### config.mk
export PLATFORM = sky130hd
export DESIGN_NAME = rf_wb_arbiter_flat
export DESIGN_NICKNAME = d
export VERILOG_FILES = /design/src/rtl/rf_wb_arbiter_if.sv /design/src/rtl/rf_wb_arbiter.sv /design/src/flat_wrapper.sv
export SDC_FILE = /design/constraint.sdc
export NUM_CORES = 1
export LEC_CHECK = 0
export CAP_MARGIN = 20
export CORE_AREA = 8 8 130 102
export DETAILED_ROUTE_END_ITERATION = 7
export DIE_AREA = 0 0 138 110
export HOLD_SLACK_MARGIN = 0.15
export PLACE_DENSITY_LB_ADDON = 0.2
export SYNTH_ARGS = -nofsm -noshare
export SYNTH_HDL_FRONTEND = slang
export SYNTH_SLANG_ARGS = --single-unit
### constraint.sdc
create_clock -name clk -period 1.8 [get_ports clk]
set_input_delay 0.27 -clock clk [delete_from_list [all_inputs] [get_ports clk]]
set_output_delay 0.27 -clock clk [all_outputs]
set_load 0.01 [all_outputs]
### src/rtl/rf_wb_arbiter_if.sv
// rtl/rf_wb_arbiter_if.sv - two-requester writeback handshake bundle for rf_wb_arbiter
interface rf_wb_arbiter_if #(
    parameter int ADDR_WIDTH = 5,
    parameter int DATA_WIDTH = 64,
    parameter int PPP_WIDTH  = 3
);
    // Requester A: ALU/EX writeback
    logic                  a_valid;
    logic                  a_ready;
    logic [ADDR_WIDTH-1:0] a_addr;
    logic [0:DATA_WIDTH-1] a_data;
    logic [PPP_WIDTH-1:0]  a_ppp;

    // Requester B: load / NIC-response writeback
    logic                  b_valid;
    logic                  b_ready;
    logic [ADDR_WIDTH-1:0] b_addr;
    logic [0:DATA_WIDTH-1] b_data;
    logic [PPP_WIDTH-1:0]  b_ppp;

    modport master (
        output a_valid, a_addr, a_data, a_ppp,
        output b_valid, b_addr, b_data, b_ppp,
        input  a_ready, b_ready
    );

    modport slave (
        input  a_valid, a_addr, a_data, a_ppp,
        input  b_valid, b_addr, b_data, b_ppp,
        output a_ready, b_ready
    );
endinterface

### src/rtl/rf_wb_arbiter.sv
// rtl/rf_wb_arbiter.sv - B-priority writeback arbiter for the REGFILE32x64 write port; RF_WB_STARVE_GUARD_EN adds an A starvation guard
module rf_wb_arbiter #(
    parameter int ADDR_WIDTH = 5,
    parameter int DATA_WIDTH = 64,
    parameter int PPP_WIDTH  = 3,
    parameter int MAX_WAIT   = 4,
    parameter int CNT_WIDTH  = 16
) (
    input  logic                  clk,
    input  logic                  reset,
    rf_wb_arbiter_if.slave        req,
    output logic                  wrEn,
    output logic [ADDR_WIDTH-1:0] wrAddr,
    output logic [0:DATA_WIDTH-1] dataIn,
    output logic [PPP_WIDTH-1:0]  ppp,
    output logic [CNT_WIDTH-1:0]  conflict_cnt,
    output logic                  grant_b_last
);

    // The wait counter is 3 bits wide, so the forced-grant threshold must fit in it.
    if (MAX_WAIT < 1 || MAX_WAIT > 7) begin : g_bad_max_wait
        $error("rf_wb_arbiter: MAX_WAIT must be in 1..7");
    end

    logic a_take;
    logic b_take;
    logic force_a;

`ifdef RF_WB_STARVE_GUARD_EN
    logic [2:0] wait_cnt;

    assign force_a = req.a_valid && (wait_cnt == 3'(MAX_WAIT));

    always_ff @(posedge clk) begin
        if (reset) begin
            wait_cnt <= '0;
        end else if (!req.a_valid || a_take) begin
            wait_cnt <= '0;
        end else begin
            wait_cnt <= wait_cnt + 3'd1;
        end
    end
`else
    assign force_a = 1'b0;
`endif

    // The regfile never stalls, so exactly one requester is ready whenever any is valid.
    always_comb begin
        a_take = 1'b0;
        b_take = 1'b0;
        if (!reset) begin
            if (force_a) begin
                a_take = 1'b1;
            end else if (req.b_valid) begin
                b_take = 1'b1;
            end else if (req.a_valid) begin
                a_take = 1'b1;
            end
        end
    end

    assign req.a_ready = a_take;
    assign req.b_ready = b_take;

    always_ff @(posedge clk) begin
        if (reset) begin
            wrEn         <= 1'b0;
            wrAddr       <= '0;
            dataIn       <= '0;
            ppp          <= '0;
            grant_b_last <= 1'b0;
        end else begin
            wrEn <= a_take || b_take;
            if (b_take) begin
                wrAddr       <= req.b_addr;
                dataIn       <= req.b_data;
                ppp          <= req.b_ppp;
                grant_b_last <= 1'b1;
            end else if (a_take) begin
                wrAddr       <= req.a_addr;
                dataIn       <= req.a_data;
                ppp          <= req.a_ppp;
                grant_b_last <= 1'b0;
            end
        end
    end

    // Contention statistic saturates rather than wrapping so long runs stay meaningful.
    always_ff @(posedge clk) begin
        if (reset) begin
            conflict_cnt <= '0;
        end else if (req.a_valid && req.b_valid && (conflict_cnt != {CNT_WIDTH{1'b1}})) begin
            conflict_cnt <= conflict_cnt + 1'b1;
        end
    end

endmodule

### src/flat_wrapper.sv
// flat-port wrapper written by rule: the top's interface ports become plain ports
module rf_wb_arbiter_flat 
#(
    parameter int ADDR_WIDTH = 5,
    parameter int DATA_WIDTH = 64,
    parameter int PPP_WIDTH  = 3,
    parameter int MAX_WAIT   = 4,
    parameter int CNT_WIDTH  = 16
)
  (clk, reset, wrEn, wrAddr, dataIn, ppp, conflict_cnt, grant_b_last, req_a_valid, req_a_addr, req_a_data, req_a_ppp, req_b_valid, req_b_addr, req_b_data, req_b_ppp, req_a_ready, req_b_ready);
  rf_wb_arbiter_if #(.ADDR_WIDTH(ADDR_WIDTH), .DATA_WIDTH(DATA_WIDTH), .PPP_WIDTH(PPP_WIDTH)) req_i ();
  input  logic clk;
  input  logic reset;
  output logic wrEn;
  output logic [ADDR_WIDTH-1:0] wrAddr;
  output logic [0:DATA_WIDTH-1] dataIn;
  output logic [PPP_WIDTH-1:0] ppp;
  output logic [CNT_WIDTH-1:0] conflict_cnt;
  output logic grant_b_last;
  input wire logic [$bits(req_i.a_valid)-1:0] req_a_valid;
  input wire logic [$bits(req_i.a_addr)-1:0] req_a_addr;
  input wire logic [$bits(req_i.a_data)-1:0] req_a_data;
  input wire logic [$bits(req_i.a_ppp)-1:0] req_a_ppp;
  input wire logic [$bits(req_i.b_valid)-1:0] req_b_valid;
  input wire logic [$bits(req_i.b_addr)-1:0] req_b_addr;
  input wire logic [$bits(req_i.b_data)-1:0] req_b_data;
  input wire logic [$bits(req_i.b_ppp)-1:0] req_b_ppp;
  output wire logic [$bits(req_i.a_ready)-1:0] req_a_ready;
  output wire logic [$bits(req_i.b_ready)-1:0] req_b_ready;
  assign req_i.a_valid = req_a_valid;
  assign req_i.a_addr = req_a_addr;
  assign req_i.a_data = req_a_data;
  assign req_i.a_ppp = req_a_ppp;
  assign req_i.b_valid = req_b_valid;
  assign req_i.b_addr = req_b_addr;
  assign req_i.b_data = req_b_data;
  assign req_i.b_ppp = req_b_ppp;
  assign req_a_ready = req_i.a_ready;
  assign req_b_ready = req_i.b_ready;
  rf_wb_arbiter #(.ADDR_WIDTH(ADDR_WIDTH), .DATA_WIDTH(DATA_WIDTH), .PPP_WIDTH(PPP_WIDTH), .MAX_WAIT(MAX_WAIT), .CNT_WIDTH(CNT_WIDTH)) u_core (.clk(clk), .reset(reset), .req(req_i), .wrEn(wrEn), .wrAddr(wrAddr), .dataIn(dataIn), .ppp(ppp), .conflict_cnt(conflict_cnt), .grant_b_last(grant_b_last));
endmodule
### Word-level counts from Yosys, hierarchy flattened

Index checks and enable logic that the tools add are counted.

* flip-flop bits (word level): 90
* latch bits: 0
* bits in writable memories: 0
* memory bits (read-only): 0
* output and inout port bits: 92
* logic and storage cells: 25
* memories kept: 0

* add/subtract/negate cells: 1
* multiply operators: 0
* divide/modulo/power cells: 0
* order comparisons: 0
* equality and inequality tests: 1
* shift-type cells: 0
* muxes and demuxes: 13
* bitwise gates (word level): 0
* reductions and logical operators: 4

Operator list (number)
* two-way mux 64 bit: 2
* adder 16 x 1 -> 16 bit, second input constant: 1
* != test 16 bit, second input constant: 1
* two-way mux 5 bit: 2
* two-way mux 1 bit: 7
* two-way mux 3 bit: 2
* logical AND 1 bit: 2
* nonzero test 2 bit: 1
* logical OR 1 bit: 1

### Logic depth before layout (Yosys ltp)

Gate-level depths: netlist of the first run.

* depth in word-level cells: 5
* gate-level depth with buffers: 7
* depth with buffers taken out: 5

### Least setup slack after synthesis of the first run

Ideal clock, no wire load.

* path kind: register -> register
* start point: reg u_core.conflict_cnt[0]
* end point: reg u_core.conflict_cnt[10]
* setup time: 0.071 ns
* data arrival time: 1.689 ns
* data required time: 1.729 ns
* setup slack: 0.041 ns
* cell stages (with the launch flop): 6
* path buffers: 0
* cells stage by stage: dfxtp_1 -> ha_1 -> nand3_2 -> or3_1 -> or4_1 -> a21oi_1

* longest elaborated chain between the ends: 2

Ends and longest elaborated chain
* start: declaration: line rf_wb_arbiter.sv:16 `output logic [CNT_WIDTH-1:0] conflict_cnt,`
* start signal: assignment: line rf_wb_arbiter.sv:93 `conflict_cnt <= conflict_cnt + 1'b1;`
* branches (longest 2 deep; another with adder 16 x 1 -> 16 bit)

Several ways; the timed one is not identified.
A chain may end at the register's enable or synchronous reset.

### Worst setup path after layout of the first run

* start point: reg u_core.conflict_cnt[1]
* end point: reg u_core.conflict_cnt[10]

Same word-level chain as after synthesis.

==> results.ini, run 1 <==
[cts]
cts_tree = built
clkSinkCount = 90
htreeDepth = 3
clock_latency_ns = 0.33
clockRootBuffer = clkbuf_16
path_clk_slew_ns = 0.06
clk_path_buf_depth = 2
cts_made_buffers = 9

[finish]
syn_to_final_growth_pct = 69.9
layout_common_cells = 236 x clkdlybuf4s50_1, 152 x nor2_1, 90 x dfxtp_1
nets = 883
final_layout_size_suffix_gt1_share_pct = 6.22
layout_commonest_cell = clkdlybuf4s50_1
n_fill_cell = 953

[synth]
synth-async-reset-ratio_pct = 0
yosysTopAreaCell = dfxtp_1
synth_top_area_share_pct = 43.4
syn_area_per_cell_um2 = 8.23
synth_area_leaders = dfxtp_1 43%, mux2i_1 18%, nor2_1 14%
ys_seq_area_share_pct = 43.4
synthCells = 505
synth_nets = 654
yosys_warnings = 0
synth.cell_area_um2 = 4150
ys_seq_elements = 90
synth_edf_count = 0
synth_cell_types = 35
synth-main-ff-cell = dfxtp_1

[power]
power_density_nw_per_um2 = 766
p_leak_nw = 2.85
max-vdd-ir-drop_v = 0.000461
p_total_mw = 5.41

[min_path]
hold_path.class = in -> reg
min_path_cells = 4

[place]
dp_hpwl_um = 10900
gp_congestion = 0.826
portBuffers = 239

[critical_path]
critPathRequiredTime_ns = 2.06
crit_chain = ha_1, nand3_2, or3_1, or4_1, a21oi_1
cp_max_fo = 3
slowest_delay_ns = 0.47
path_buf_inv = 0
path_depth = 5
cp-start-kind = flop
cp_top_family = simple AND/OR/NAND/NOR gates
slowest_stage = or4_1
arrival_ns = 1.97
reg2reg_depth = 5
path_class = reg -> reg
cp-end-kind = flop

[sta]
post-route-period-util_pct = 95.3
rsz0062_at_grt = no
fin_crit_ns = 1.71
tightestPinTransition_ns = 0.717
finalClockSkew_ns = 0.00145
setup_tns_ns = 0
max_freq_mhz = 583
finalSetupViolCount = 0
relSlewSlack_pct = 52.2
drv_slew = 0
final-hold-violation-count = 0

[global_route]
overflow = 0
grt_max_degree = 75
grtUsageTotal_pct = 18.3
grt_pass1_wl_um = 22700
antenna_found_initial = 1
grt_pass1_vias = 4351

[drt]
drt_iter0_markers = 176
ant_nets = 0
drc_errors = 0
wl_per_cell_um = 16.7
vias = 4352
drt_first_pass_iters = 4
routed_wl_um = 14800
viasPerCell = 4.92

[outcome]
status = finished clean

[floorplanning]
die_w_um = 138
core_area_um2 = 11200
dieArea_um2 = 15200
rows = 34
start_util_pct = 37.0
die_h_um = 110
boundaryPins = 240

[job]
maxCapViolCount = 0

[cells in the mapped netlist (all sizes together) (2+ instances only)]
| master | number |
|---|---|
| dfxtp | 90 |
| inv | 4 |
| nor3 | 6 |
| and4 | 3 |
| o31ai | 8 |
| buf | 13 |
| mux2i | 73 |
| nor4 | 2 |
| nor2b | 3 |
| a21oi | 85 |
| nand2 | 7 |
| or4 | 7 |
| clkbuf | 23 |
| mux2 | 2 |
| nand2b | 3 |
| nor2 | 152 |
| or3 | 3 |
| o21ai | 3 |
| nand3 | 6 |
| nand4 | 5 |
[kinds of logic (layout without fill, tap and decap cells)]
logic type | count (synthesis) | in the layout | synth area share, %
muxes | 75 | 75 | 18.1
DFF | 90 | 90 | 43.4
and+or+nand+nor | 202 | 202 | 22.0
other | 0 | 1 | 0
buffers and inverters | 40 | 274 | 3.98
AOI/OAI and AO/OA | 97 | 97 | 12.2
adders and majority gates | 1 | 1 | 0.301
[registers in the layout (all words and copies together), names as in the netlist]
name	flops
u_core.conflict_cnt	16
u_core.dataIn	64
u_core.grant_b_last	1
u_core.ppp	3
u_core.wrAddr	5
u_core.wrEn	1
[where the power goes]
part	switching, mW	total, mW	internal, mW	leakage [nW]
Sequential	0.0553	2.16	2.10	0.742
Combinational	0.416	1.05	0.634	1.93
Clock	0.796	2.20	1.40	0.173
[layer usage]
layer	wire, um	track usage (%)	vias to the layer above
met5	0	0	-
met4	129	4.87	0
li1	-	-	2192
met1	5860	20.1	1985
met3	1540	9.46	12
met2	7220	30.9	163
[repair_timing]
action                                  4_1_cts  5_1_grt
hold endpoints to repair                      2        0
buffers inserted                              0        1
resized for setup                             0        2
endpoints found under the setup margin        0        5
hold buffers                                  1        0
[worst paths after layout]
path / startpoint / to / slack, ns
setup reg to reg: u_core.conflict_cnt[1]$_SDFFE_PP0P_ / u_core.conflict_cnt[10]$_SDFFE_PP0P_ / 0.09
hold reg to reg: u_core.grant_b_last$_SDFFE_PP0P_ / u_core.grant_b_last$_SDFFE_PP0P_ / 0.51
setup / recovery: u_core.conflict_cnt[1]$_SDFFE_PP0P_ / u_core.conflict_cnt[10]$_SDFFE_PP0P_ / 0.09
hold / removal: req_a_valid / u_core.grant_b_last$_SDFFE_PP0P_ / 0.35
[layout make-up]
type                    count  area [um2]  share of cell area (%)
inverters                   4        15.0                   0.213
flip-flops and latches     90        1800                    25.5
multi-input cells         375        2200                    31.1
diodes                      1        2.50                  0.0354
clock inverters             6         113                    1.60
repair buffers            254        2510                    35.6
clock buffers              10         239                    3.39
well taps                 144         180                    2.55
[stage by stage]
stage | area (um2) | hold slack (ns) | setup WS (ns) | std cells | util [%]
6_report | 7060 | 0.352 | 0.0854 | 884 | 62.9
5_1_grt | 7060 | 0.398 | 0.00947 | 884 | 62.9
4_1_cts | 7040 | 0.339 | 0.0970 | 882 | 62.7
3_5_place_dp | 6680 | 0.496 | 0.107 | 865 | 59.4
3_3_place_gp | 6680 | 0.488 | 0.146 | 865 | 59.4
2_1_floorplan | 4150 | 0.413 | 0.0407 | 505 | -
[tightest hold or removal path, cell delays in order]
cell and delay, ns:
buf_4 0.16, inv_1 0.08, a21oi_1 0.06, nor2_1 0.08
(Power assumes the default switching activity.)
==> run 2: changes to the inputs <==
==> constraint.sdc (replaced) <==
create_clock -name clk -period 1.7 [get_ports clk]
set_input_delay 0.255 -clock clk [delete_from_list [all_inputs] [get_ports clk]]
set_output_delay 0.255 -clock clk [all_outputs]
set_load 0.01 [all_outputs]
==> run 2 against run 1 <==
Effect of this change:
- via count about the same
- clock-buffer cell count up 2
- first-iteration DRC count increased by 11%
- highest routed layer unchanged
- largest power group is now sequential cells
- clock power down 8%
- core utilization increased by 0.16 points
- sequential power is 6% higher
- sequential share of layout area is essentially flat
- combinational power up 6%
==> results.ini, run 2 (synthesized netlist as in run 1, its figures left out) <==
[outcome]
status = finished clean  ; unchanged

[global_route]
antenna_found_initial = 0  ; was 1
grt.met2_usage_pct = 31.3  ; was 30.9%
met1_usage_pct = 19.0  ; was 20.1%
grt_pass1_wl_um = 22000  ; was 22700 um
grt_pass1_vias = 4261  ; was 4351
top_usage_layer = met2  ; unchanged
grt_max_degree = 114  ; was 75
grtUsageTotal_pct = 17.9  ; was 18.3%
use_met3_pct = 8.82  ; was 9.46%
overflow = 0  ; unchanged

[cts]
clockRootBuffer = clkbuf_16  ; unchanged
htreeDepth = 3  ; unchanged
cts_made_buffers = 9  ; unchanged
clock_latency_ns = 0.33  ; about the same
clkSinkCount = 90  ; unchanged
path_clk_slew_ns = 0.07  ; was 0.06 ns
clk_path_buf_depth = 2  ; unchanged
cts_tree = built  ; unchanged

[power]
max-vdd-ir-drop_v = 0.000616  ; was 0.000461 V
p_total_mw = 5.43  ; was 5.41 mW
p_leak_nw = 2.85  ; about the same
power_density_nw_per_um2 = 768  ; was 766 nW/um2

[finish]
seq_area_um2 = 1810  ; was 1800 um2
largest_register_ffs = 64  ; unchanged
n_fill_cell = 954  ; was 953
antenna_cells = 0  ; was 1
largestRegisters = u_core.dataIn (64), u_core.conflict_cnt (16), u_core.wrAddr (5)  ; unchanged
fin_util_pct = 63.0  ; was 62.9%
layout_common_cells = 236 x clkdlybuf4s50_1, 151 x nor2_1, 85 x a21oi_1  ; was 236 x clkdlybuf4s50_1, 152 x nor2_1, 90 x dfxtp_1
layout_commonest_cell = clkdlybuf4s50_1  ; unchanged
syn_to_final_growth_pct = 70.4  ; was 69.9%
final_layout_size_suffix_gt1_share_pct = 8.05  ; was 6.22%
multi_input_comb_area_um2 = 2210  ; was 2200 um2
final_area_um2 = 7080  ; was 7060 um2
nets = 889  ; was 883
top_register = u_core.dataIn  ; unchanged

[sta]
final-hold-violation-count = 0  ; unchanged
finalSetupViolCount = 0  ; unchanged
fin_crit_ns = 1.65  ; was 1.71 ns
relSlewSlack_pct = 57.0  ; was 52.2%
drv_slew = 0  ; unchanged
max_freq_mhz = 605  ; was 583 MHz
post-route-period-util_pct = 97.3  ; was 95.3%
tightestPinTransition_ns = 0.644  ; was 0.717 ns
finalClockSkew_ns = 0.00434  ; was 0.00145 ns
rsz0062_at_grt = yes  ; was no

[floorplanning]
die_w_um = 138  ; unchanged
core_area_um2 = 11200  ; unchanged
start_util_pct = 37.0  ; unchanged
die_h_um = 110  ; unchanged
boundaryPins = 240  ; unchanged
rows = 34  ; unchanged
dieArea_um2 = 15200  ; unchanged

[job]
maxCapViolCount = 0  ; unchanged

[critical_path]
cp-start-kind = flop  ; unchanged
critPathRequiredTime_ns = 1.96  ; was 2.06 ns
slowest_stage = or4_1  ; unchanged
slowest_delay_ns = 0.48  ; was 0.47 ns
reg2reg_from = u_core.conflict_cnt[5]$_SDFFE_PP0P_  ; was u_core.conflict_cnt[1]$_SDFFE_PP0P_
setup.worst_path.start = u_core.conflict_cnt[5]$_SDFFE_PP0P_  ; was u_core.conflict_cnt[1]$_SDFFE_PP0P_
cp_max_fo = 5  ; was 3
cp-end-kind = flop  ; unchanged
crit_chain = nand4_2, or3_1, or4_1, a21oi_1  ; was ha_1, nand3_2, or3_1, or4_1, a21oi_1
path_class = reg -> reg  ; unchanged
arrival_ns = 1.91  ; was 1.97 ns

[place]
dp_hpwl_um = 11100  ; was 10900 um
gp_congestion = 0.821  ; was 0.826
portBuffers = 239  ; unchanged
placed_area_um2 = 6730  ; was 6680 um2

[min_path]
hold_path_startpoint = req_b_valid  ; was req_a_valid
hold_path.class = in -> reg  ; unchanged

[drt]
vias = 4353  ; was 4352
drt_iter0_markers = 195  ; was 176
routed_wl_um = 14700  ; was 14800 um
drc_errors = 0  ; unchanged
ant_nets = 0  ; unchanged
viasPerCell = 4.90  ; was 4.92
drt_first_pass_iters = 6  ; was 4
wl_per_cell_um = 16.6  ; was 16.7 um

-- run 2: worst paths after layout --
check / to / slack, ns / depth (start not counted)
worst max-delay path: u_core.conflict_cnt[10]$_SDFFE_PP0P_ / 0.05 / 4
worst min-delay path: u_core.grant_b_last$_SDFFE_PP0P_ / 0.25 / 3
worst max register to register: u_core.conflict_cnt[10]$_SDFFE_PP0P_ / 0.05 / 4
worst min register to register: u_core.grant_b_last$_SDFFE_PP0P_ / 0.51 / 2
-- run 2: metal layers --
| metal | share of wire, % | wire, um |
|---|---|---|
| met3 | 9.3 | 1370 |
| met2 | 49 | 7230 |
| met4 | 1.4 | 204 |
| met1 | 40 | 5920 |
| met5 | 0 | 0 |
-- run 2: layout make-up --
class | count | share of cell area (%)
Inverter | 4 | 0.212
Clock buffer | 12 | 3.62
Multi-Input combinational cell | 375 | 31.3
Clock inverter | 4 | 0.707
Timing Repair Buffer | 260 | 36.1
Tap cell | 144 | 2.55
Sequential cell | 90 | 25.6
-- run 2: what timing repair did --
action                     CTS  global route
resized for setup            1             7
hold buffers                 0             0
setup endpoints to repair    1             4
setup buffers                0             2
pin swaps                    0             1
-- run 2: where the power goes --
part	internal [mW]	switching (mW)	total (mW)
logic	0.674	0.436	1.11
registers	2.23	0.0630	2.29
clock network	1.22	0.814	2.03
total	4.12	1.31	5.43
-- run 2: critical path: cells and delay by family, from the launching register on --
family             cells  cell delay [ns]
AOI/OAI and AO/OA      1             0.15
and+or+nand+nor        3             1.01
DFF                    1             0.42
-- run 2: through the flow --
stage                     setup WS (ns)  TNS (ns)  std cells  hold WS, ns
after floorplan                  0.0187         0        505        0.398
after global routing           -0.00516  -0.00516        889        0.276
final                            0.0467         0        889        0.251
after CTS                       0.00479         0        887        0.241
after detailed placement         0.0164         0        871        0.505
after global placement           0.0643         0        871        0.477
==> run 3: changes to the inputs <==
--- a/config.mk
+++ b/config.mk
@@ -9,6 +9,7 @@
 export CORE_AREA = 8 8 130 102
 export DETAILED_ROUTE_END_ITERATION = 7
 export DIE_AREA = 0 0 138 110
+export GPL_TIMING_DRIVEN = 1
 export HOLD_SLACK_MARGIN = 0.15
 export PLACE_DENSITY_LB_ADDON = 0.2
 export SYNTH_ARGS = -nofsm -noshare
==> results of run 3 <==
Same layout as run 2: the final DEF is identical, and so are final timing and power.
==> variant, RTL diff (config.mk and constraints of run 2) <==
Add a define of `RF_WB_STARVE_GUARD_EN`.
--- a/src/rtl/rf_wb_arbiter.sv
+++ b/src/rtl/rf_wb_arbiter.sv
@@ -1,2 +1,4 @@
 // rtl/rf_wb_arbiter.sv - B-priority writeback arbiter for the REGFILE32x64 write port; RF_WB_STARVE_GUARD_EN adds an A starvation guard
+`define RF_WB_STARVE_GUARD_EN
+
 module rf_wb_arbiter #(
Formal check against the unedited RTL: same outputs for any inputs over 4 cycles, from zero or initial values and one cycle with reset high; that may be too few to reach the edited logic, so the function may still have changed.
==> variant against run 2 <==
Core utilization up 3.0 points. Area after synthesis shrank 0.42%. Design area rose by 4.8%. Wire length rose by 6.9%. Worst setup slack worse by 0.035 ns. Largest cell class unchanged. Power is 5.8% higher. Sequential cell count up 3.
==> variant: results (changes against run 2) <==
stage	metric	value	unit	change
pwr	leakage	2.986	nW	was 2.850 nW
routing	vias	4328		was 4,353
yosys	ys_top_cells_by_count	93 x dfxtp_1, 90 x nor2_1, 73 x a211oi_1, 73 x mux2i_1, 19 x clkbuf_1		was 152 x nor2_1, 90 x dfxtp_1, 85 x a21oi_1
layout	diodes	0		unchanged
routing	avgRoutedWirePerCell	18.45	um	was 16.57 um
global_routing	antenna_found_initial	0		unchanged
place	hpwl	11.37	mm	was 11.14 mm
routing	first_pass_iters	4		was 6
yosys	synthArstFlopShare	0		unchanged
layout	drive_above_1_share	0.1382		was 0.08054
global_routing	grt_overflow	0		unchanged
clocking	cts_root_buf	clkbuf_16		unchanged
yosys	synth.distinct_cells	37		was 35
sta	clock_skew	0.008399	ns	was 0.004339 ns
routing	dr.first_iter.drc_count	156		was 195
yosys	synth_ff_type	dfxtp_1		unchanged
setup_path	worstPathArrival	1.92	ns	
place	gp_congestion	0.8237		was 0.8205
sta	worstMarginPinSlew	0.4969	ns	was 0.6443 ns
min_path	whs_endpoint	u_core.wait_cnt[0]		was u_core.grant_b_last
place	portBuffers	239		unchanged
global_routing	grt_max_degree	79		was 114
min_path	min_path_type	input pin to flop		unchanged
global_routing	grt_pass1_wl	23.13	mm	was 22.04 mm
setup_path	reg2reg_depth	5		was 4
setup_path	reg2reg_slack	0.01	ns	was 0.05 ns
layout	n_fill_cell	897		was 954
layout	fin_nets	855		was 889
clocking	ctsHtreeMaxLevel	3		unchanged
yosys	yosysSeqAreaShare	0.4501		was 0.4337
yosys	synthesis.nets	592		was 654
yosys	synth_area_leaders	dfxtp_1 45%, mux2i_1 18%, a211oi_1 13%		was dfxtp_1 43%, mux2i_1 18%, nor2_1 14%
clocking	clk_pin_slew	0.07	ns	about the same
setup_path	crit_fanout	4		was 5
sta	whs	0.3114	ns	was 0.2515 ns
setup_path	rr_startpoint	u_core.conflict_cnt[1]		was u_core.conflict_cnt[5]
global_routing	grt_pass1_vias	4409		was 4,261
min_path	hp-start	reset		was req_b_valid
global_routing	grt_use_total	0.1872		was 0.1789
clocking	clockBufferDepth	2		unchanged
pwr	peakVddDrop	0.0005981	V	was 0.0006156 V
setup_path	r2r_end	u_core.conflict_cnt[15]		was u_core.conflict_cnt[10]
status	status	finished, final reports clean		unchanged
min_path	hold_depth	3		unchanged
clocking	insertion_delay	0.33	ns	about the same
variant: cell count changes in the layout (fill, tap and decap cells not counted), sizes merged, moves of 3 or more:
cell,before,now
a21oi,85,6
or4,7,1
a31o,0,3
xor2,0,3
xnor2,0,4
buf,24,49
nor2,152,90
a211oi,1,73
dfxtp,90,93
o31ai,8,0
and4,3,0
inv,4,8
variant: area by class of cell:
cell class	count	area (um2)	area share
clock buffers	10	250.2	0.03373
flip-flops and latches	93	1884	0.2540
clock inverters	6	67.56	0.009108
multi-input cells	306	2170	0.2925
well taps	144	180.2	0.02429
inverters	6	22.52	0.003036
repair buffers	288	2844	0.3834
variant: where the power goes:
part           internal (W)  switching [W]
clock               0.00124       0.000891
sequential          0.00232      0.0000800
combinational      0.000753       0.000467
variant: worst max path at each step:
stage / startpoint / to / cells after the start
2_1_floorplan: req_a_valid / u_core.conflict_cnt[15] / 6
3_3_place_gp: req_b_valid / u_core.conflict_cnt[15] / 6
3_5_place_dp: req_b_valid / u_core.conflict_cnt[15] / 6
4_1_cts: u_core.wait_cnt[0] / req_a_ready / 5
5_1_grt: u_core.conflict_cnt[1] / u_core.conflict_cnt[15] / 5
6_report: u_core.conflict_cnt[1] / u_core.conflict_cnt[15] / 5
variant: cells by family after synthesis:
family | Yosys count | share of synthesized area
adders and majority gates | 3 | 0.009075
DFF | 93 | 0.4501
muxes | 76 | 0.1857
xor gates and xnor gates | 7 | 0.01482
buffers and inverters | 42 | 0.04114
AOI/OAI and AO/OA | 87 | 0.1567
and+or+nand+nor | 133 | 0.1425
variant: critical path: stages, from the launching register on:
cell     delay (ns)
dfxtp_4        0.37
nand2_2        0.06
or4_4          0.54
nor3b_4        0.23
nand3_2        0.09
mux2_4         0.30
variant: what timing repair did:
action / 4_1_cts / 5_1_grt
gates resized for setup: 16 / 14
endpoints found under the setup margin: 13 / 55
cloned: 0 / 3
buffers inserted: 3 / 2
pin swaps: 4 / 4
variant: routing by layer:
layer / global-route usage / vias up / wire length [um]
li1: - / 2105 / -
met1: 0.2127 / 2012 / 6653
met2: 0.3153 / 201 / 7380
met3: 0.08861 / 10 / 1546
met4: 0.04718 / 0 / 162
met5: 0 / - / 0
variant: stage by stage:
| step | total power (W) | instances | cell area, um2 | setup slack, ns |
|---|---|---|---|---|
| 3_5_place_dp | 0.003618 | 829 | 6899 | -0.4588 |
| 3_3_place_gp | 0.003593 | 829 | 6899 | -0.4364 |
| 2_1_floorplan | 0.002872 | 441 | 4165 | -0.03265 |
| 6_report | 0.005748 | 853 | 7418 | 0.01151 |
| 5_1_grt | 0.005991 | 853 | 7418 | -0.04618 |
| 4_1_cts | 0.005775 | 848 | 7276 | 0.003352 |
